$ cat config.mk
export PLATFORM = sky130hd
export DESIGN_NAME = timer_countdown
export DESIGN_NICKNAME = d
export VERILOG_FILES = /design/src/rtl/timer_countdown.sv
export SDC_FILE = /design/constraint.sdc
export NUM_CORES = 1
export LEC_CHECK = 0
export ABC_AREA = 1
export BUFFER_PORTS_ARGS = -buffer_cell sky130_fd_sc_hd__clkbuf_2
export CAP_MARGIN = 30
export CORE_MARGIN = 1.5
export CORE_UTILIZATION = 58
export DETAILED_ROUTE_END_ITERATION = 6
export GPL_TIMING_DRIVEN = 0
export PLACE_DENSITY = 0.8
export SLEW_MARGIN = 20
export SYNTH_ARGS = -nofsm -noshare
export SYNTH_HDL_FRONTEND = slang
export SYNTH_SLANG_ARGS = --single-unit
$ cat constraint.sdc
create_clock -name i_clk -period 2.3 [get_ports i_clk]
set_clock_uncertainty 0.15 [all_clocks]
set_input_delay 0.575 -clock i_clk [delete_from_list [all_inputs] [get_ports i_clk]]
set_output_delay 0.575 -clock i_clk [all_outputs]
set_load 0.005 [all_outputs]
$ cat src/rtl/timer_countdown.sv
// MM:SS countdown timer with load/start/pause/clear strobes, one-second prescaler and alarm.
// Optional feature: define TIMER_ALARM_BLINK_EN to make o_alarm blink at half-second rate in ALARM.
module timer_countdown #(
  parameter int TICKS_PER_SEC = 25000000
) (
  input  logic       i_clk,
  input  logic       i_reset,
  input  logic [5:0] i_min,
  input  logic [5:0] i_seg,
  input  logic       i_load,
  input  logic       i_start,
  input  logic       i_pause,
  input  logic       i_clear,
  output logic [5:0] o_min,
  output logic [5:0] o_seg,
  output logic       o_running,
  output logic       o_done,
  output logic       o_alarm
);

  localparam int            PW         = (TICKS_PER_SEC > 2) ? $clog2(TICKS_PER_SEC) : 1;
  localparam logic [PW-1:0] PRESC_LAST = PW'(TICKS_PER_SEC - 1);

  typedef enum logic [1:0] {
    S_IDLE  = 2'd0,
    S_RUN   = 2'd1,
    S_PAUSE = 2'd2,
    S_ALARM = 2'd3
  } state_t;

  state_t        r_state;
  state_t        w_state_next;
  logic [5:0]    r_min;
  logic [5:0]    r_seg;
  logic [5:0]    w_min_next;
  logic [5:0]    w_seg_next;
  logic [PW-1:0] r_presc;
  logic [PW-1:0] w_presc_next;
  logic          r_done;
  logic          w_done_next;

  // Preset fields clamped to 59; index 0 is seconds, 1 is minutes.
  logic [5:0] w_preset  [2];
  logic [5:0] w_clamped [2];

  assign w_preset[0] = i_seg;
  assign w_preset[1] = i_min;

  generate
    for (genvar gi = 0; gi < 2; gi++) begin : g_clamp
      assign w_clamped[gi] = (w_preset[gi] > 6'd59) ? 6'd59 : w_preset[gi];
    end
  endgenerate

  // Only the highest-priority asserted strobe is considered each cycle.
  logic w_sel_clear;
  logic w_sel_load;
  logic w_sel_start;
  logic w_sel_pause;
  logic w_can_set;
  logic w_count_zero;
  logic w_last_second;

  assign w_sel_clear   = i_clear;
  assign w_sel_load    = !i_clear && i_load;
  assign w_sel_start   = !i_clear && !i_load && i_start;
  assign w_sel_pause   = !i_clear && !i_load && !i_start && i_pause;
  assign w_can_set     = (r_state == S_IDLE) || (r_state == S_PAUSE);
  assign w_count_zero  = (r_min == 6'd0) && (r_seg == 6'd0);
  assign w_last_second = (r_min == 6'd0) && (r_seg == 6'd1);

  always_comb begin
    w_state_next = r_state;
    w_min_next   = r_min;
    w_seg_next   = r_seg;
    w_presc_next = r_presc;
    w_done_next  = 1'b0;

    if (w_sel_clear) begin
      w_state_next = S_IDLE;
      w_min_next   = 6'd0;
      w_seg_next   = 6'd0;
      w_presc_next = '0;
    end else if (w_sel_load && w_can_set) begin
      w_state_next = S_IDLE;
      w_min_next   = w_clamped[1];
      w_seg_next   = w_clamped[0];
      w_presc_next = '0;
    end else if (w_sel_start && w_can_set && !w_count_zero) begin
      // Prescaler is kept so a resume continues the interrupted second.
      w_state_next = S_RUN;
    end else if (w_sel_pause && (r_state == S_RUN)) begin
      w_state_next = S_PAUSE;
    end else if (r_state == S_RUN) begin
      if (r_presc == PRESC_LAST) begin
        w_presc_next = '0;
        if (r_seg != 6'd0) begin
          w_seg_next = r_seg - 6'd1;
        end else if (r_min != 6'd0) begin
          w_seg_next = 6'd59;
          w_min_next = r_min - 6'd1;
        end
        if (w_last_second) begin
          w_done_next  = 1'b1;
          w_state_next = S_ALARM;
        end
      end else begin
        w_presc_next = r_presc + PW'(1);
      end
    end
  end

  always_ff @(posedge i_clk) begin
    if (i_reset) begin
      r_state <= S_IDLE;
      r_min   <= 6'd0;
      r_seg   <= 6'd0;
      r_presc <= '0;
      r_done  <= 1'b0;
    end else begin
      r_state <= w_state_next;
      r_min   <= w_min_next;
      r_seg   <= w_seg_next;
      r_presc <= w_presc_next;
      r_done  <= w_done_next;
    end
  end

`ifdef TIMER_ALARM_BLINK_EN
  localparam int            HALF       = TICKS_PER_SEC / 2;
  localparam int            BW         = (HALF > 1) ? $clog2(HALF) : 1;
  localparam logic [BW-1:0] BLINK_LAST = BW'(HALF - 1);

  logic [BW-1:0] r_blink_cnt;
  logic          r_alarm;

  // Blink phase restarts high on every ALARM entry.
  always_ff @(posedge i_clk) begin
    if (i_reset) begin
      r_blink_cnt <= '0;
      r_alarm     <= 1'b0;
    end else if ((w_state_next == S_ALARM) && (r_state != S_ALARM)) begin
      r_blink_cnt <= '0;
      r_alarm     <= 1'b1;
    end else if ((w_state_next == S_ALARM) && (r_state == S_ALARM)) begin
      if (r_blink_cnt == BLINK_LAST) begin
        r_blink_cnt <= '0;
        r_alarm     <= ~r_alarm;
      end else begin
        r_blink_cnt <= r_blink_cnt + BW'(1);
      end
    end else begin
      r_blink_cnt <= '0;
      r_alarm     <= 1'b0;
    end
  end

  assign o_alarm = r_alarm;
`else
  assign o_alarm = (r_state == S_ALARM);
`endif

  assign o_min     = r_min;
  assign o_seg     = r_seg;
  assign o_running = (r_state == S_RUN);
  assign o_done    = r_done;

endmodule

==> results.toml <==
[yosys]
ys_types = 36
syn_avg_cell_area_um2 = 6.28
synth-edff-count = 0
syn_nets = 451
ys_warn_count = 0
async_flop_share_pct = 0
synth_common_cells = "nand2_1, nor2_1, inv_1"
synth.most_common_cell = "nand2_1"
yosys-top-cells-area = "dfxtp_1, nand2_1, nor2_1"
yosysSeqAreaShare_pct = 29.9
syn_inst = 427
synth-main-ff-cell = "dfxtp_1"
synth_top_area_share_pct = 29.9
yosys.area.top_type = "dfxtp_1"
yosys_register_bits = 40
syn_area_um2 = 2680

[setup_path]
worstSetupPathType = "flip-flop to flip-flop"
crit_required_ns = 2.35
r2r_slack_ns = 0.47
crit_arrival_ns = 1.87
cp_max_fo = 5
start_kind = "flip-flop"
crit_start = "r_presc[0]$_SDFFE_PP0P_"
cp-end-kind = "flip-flop"
crit_path_top_delay_cell = "dfxtp_1"
crit_buf_inv = 1
worstSetupPathDepth = 10
crit_top_cell = "nor2_2"
r2r-start = "r_presc[0]$_SDFFE_PP0P_"
slowest_delay_ns = 0.38
crit_family = "simple AND/OR/NAND/NOR gates"
reg2reg_depth = 10
path_cells = "ha_1, nand3_2, nor2_2, inv_2, nor2_2, nand2_1, nor2_2, nand3_1, nand2_1, nor2_1"

[worst_hold_path]
hp-class = "flip-flop to flip-flop"
min_delay_path_depth = 2
hold_start = "r_presc[1]$_SDFFE_PP0P_"

[sta]
worst_slack_ns = 0.473
slew_headroom_pct = 80.3
holdWs_ns = 0.375
finalSetupTns_ns = 0
period_share_pct = 79.5
rsz0062_at_grt = "false"
setup_viol = 0
finalHoldViolCount = 0
min_period_ns = 1.83
worst_pin_slew_ns = 0.293
max_freq_ghz = 0.547
report.final.slew_viol_count = 0

[place]
port_buffers = 32
dp_slack_ns = 0.352
gp_congestion = 0.889
placed_cell_area_um2 = 2910
dp_hpwl_um = 4600
dpl.cell_count = 511

[clock_network]
clk_latency_ns = 0.29
cts.sinks = 40
cts_inserted_buffers = 5
cts_tree = "done"
clock-root-buffer = "clkbuf_8"
clk_path_buf_depth = 2
cts.repair.resized = 0
cts_max_level = 2
cts-hold-fix-buffers = 0
cts_setup_buffers = 0
clkTransAtPathRegs_ns = 0.08

[finish]
utilization_pct = 67.6
antennaDiodeCount = 0
fin_area_um2 = 2990
final_layout_size_suffix_gt1_share_pct = 19.1
nets = 490
area_growth_pct = 11.3
n_fill_cell = 421
final_cells = 518

[status]
status = "complete, no violations"

[global_route]
grt_pass1_wl_um = 10200
grt_pass1_vias = 2421
grt_max_degree = 12
antenna_found_initial = 0
overflow = 0
grt_use_total_pct = 24.9

[route]
final_antenna_net_count = 0
viasPerCell = 5.23
dr_total_vias = 2707
dr.pass1.iters = 4
drt_iter0_markers = 148
wl_per_cell_um = 11.7
wl_um = 6040
drc = 0

[floorplanning]
die_area_um2 = 5040
die_w_um = 71.0
initial_core_util_pct = 60.8
coreArea_um2 = 4410
io_pins = 33
die_h_um = 71.0
std_cell_rows = 24

[power_and_ir_drop]
power.share.sequential_pct = 55.1
internal_power_mw = 0.947
power_mw = 1.27
p_sw_mw = 0.320
vdd_drop_max_v = 0.000264
clock_power_share_pct = 35.6
pwr-share-comb_pct = 9.3
p_per_area_nw_per_um2 = 425
power_leakage_nw = 1.33
swShare_pct = 25.3

[run]
drv_cap = 0
[path summary, 6_finish.rpt]
path / end
setup reg to reg: r_presc[16]$_SDFFE_PP0P_
setup / recovery: r_presc[16]$_SDFFE_PP0P_
hold reg to reg: r_presc[1]$_SDFFE_PP0P_
hold / removal: r_presc[1]$_SDFFE_PP0P_
[power groups by stage]
| stage | Clock [mW] | Combinational, mW | Sequential, mW |
|---|---|---|---|
| final | 0.452 | 0.118 | 0.698 |
| after global routing | 0.493 | 0.136 | 0.699 |
| after floorplan | 0 | 0.0805 | 0.714 |
| after detailed placement | 0 | 0.118 | 0.714 |
| after global placement | 0 | 0.116 | 0.714 |
| after CTS | 0.462 | 0.118 | 0.698 |
[logic make-up after synthesis]
| logic type | Yosys count | synth area share [%] |
|---|---|---|
| AND/OR/NAND/NOR | 283 | 49.9 |
| buffers and inverters | 68 | 11.0 |
| AO/OA/AOI/OAI | 27 | 5.50 |
| XOR/XNOR | 3 | 0.980 |
| adder cells (fa/ha/maj) | 6 | 2.80 |
| flip-flops | 40 | 29.9 |
[layout make-up]
cell class	count	area, µm²	area share [%]
buffer	7	63.8	2.14
clock buffer	6	72.6	2.43
clock inverter	1	5.00	0.168
inverter	61	231	7.75
multi-input combinational	319	1590	53.1
sequential	40	801	26.8
tap	52	65.1	2.18
timing repair buffer	32	160	5.36
[registers in the layout, indices dropped and copies added (netlist names)]
register,cells
r_presc,25
o_min,6
o_seg,6
r_state,2
o_done,1
[cell usage in the layout, fill, tap and decap left out, drive strengths merged, types with 2 or more instances in the layout]
master,Yosys,final
ha,6,6
buf,7,7
nor3b,2,2
o21ai,11,11
nand2,111,111
dfxtp,40,40
nand3b,2,2
nor2,93,93
clkbuf,0,38
nor4,2,2
or2,3,3
nand3,29,29
inv,61,61
a31oi,3,3
nand4,18,18
nor3,23,23
a21oi,10,10
xor2,2,2
[layer usage]
layer	part of all wire [%]	global-route usage, %	vias to the layer above	wire length, µm
li1	-	-	1443	-
met5	0	0	-	0
met1	45	30.4	1188	2740
met3	3.8	4.70	15	229
met2	48	43.3	61	2930
met4	2.3	9.64	0	136
[worst min-delay path: cells and delay by family (launching register included)]
kind / cells / cell delay, ns
DFF: 1 / 0.33
and+or+nand+nor: 2 / 0.16
Power figures use the tool's default switching activity.
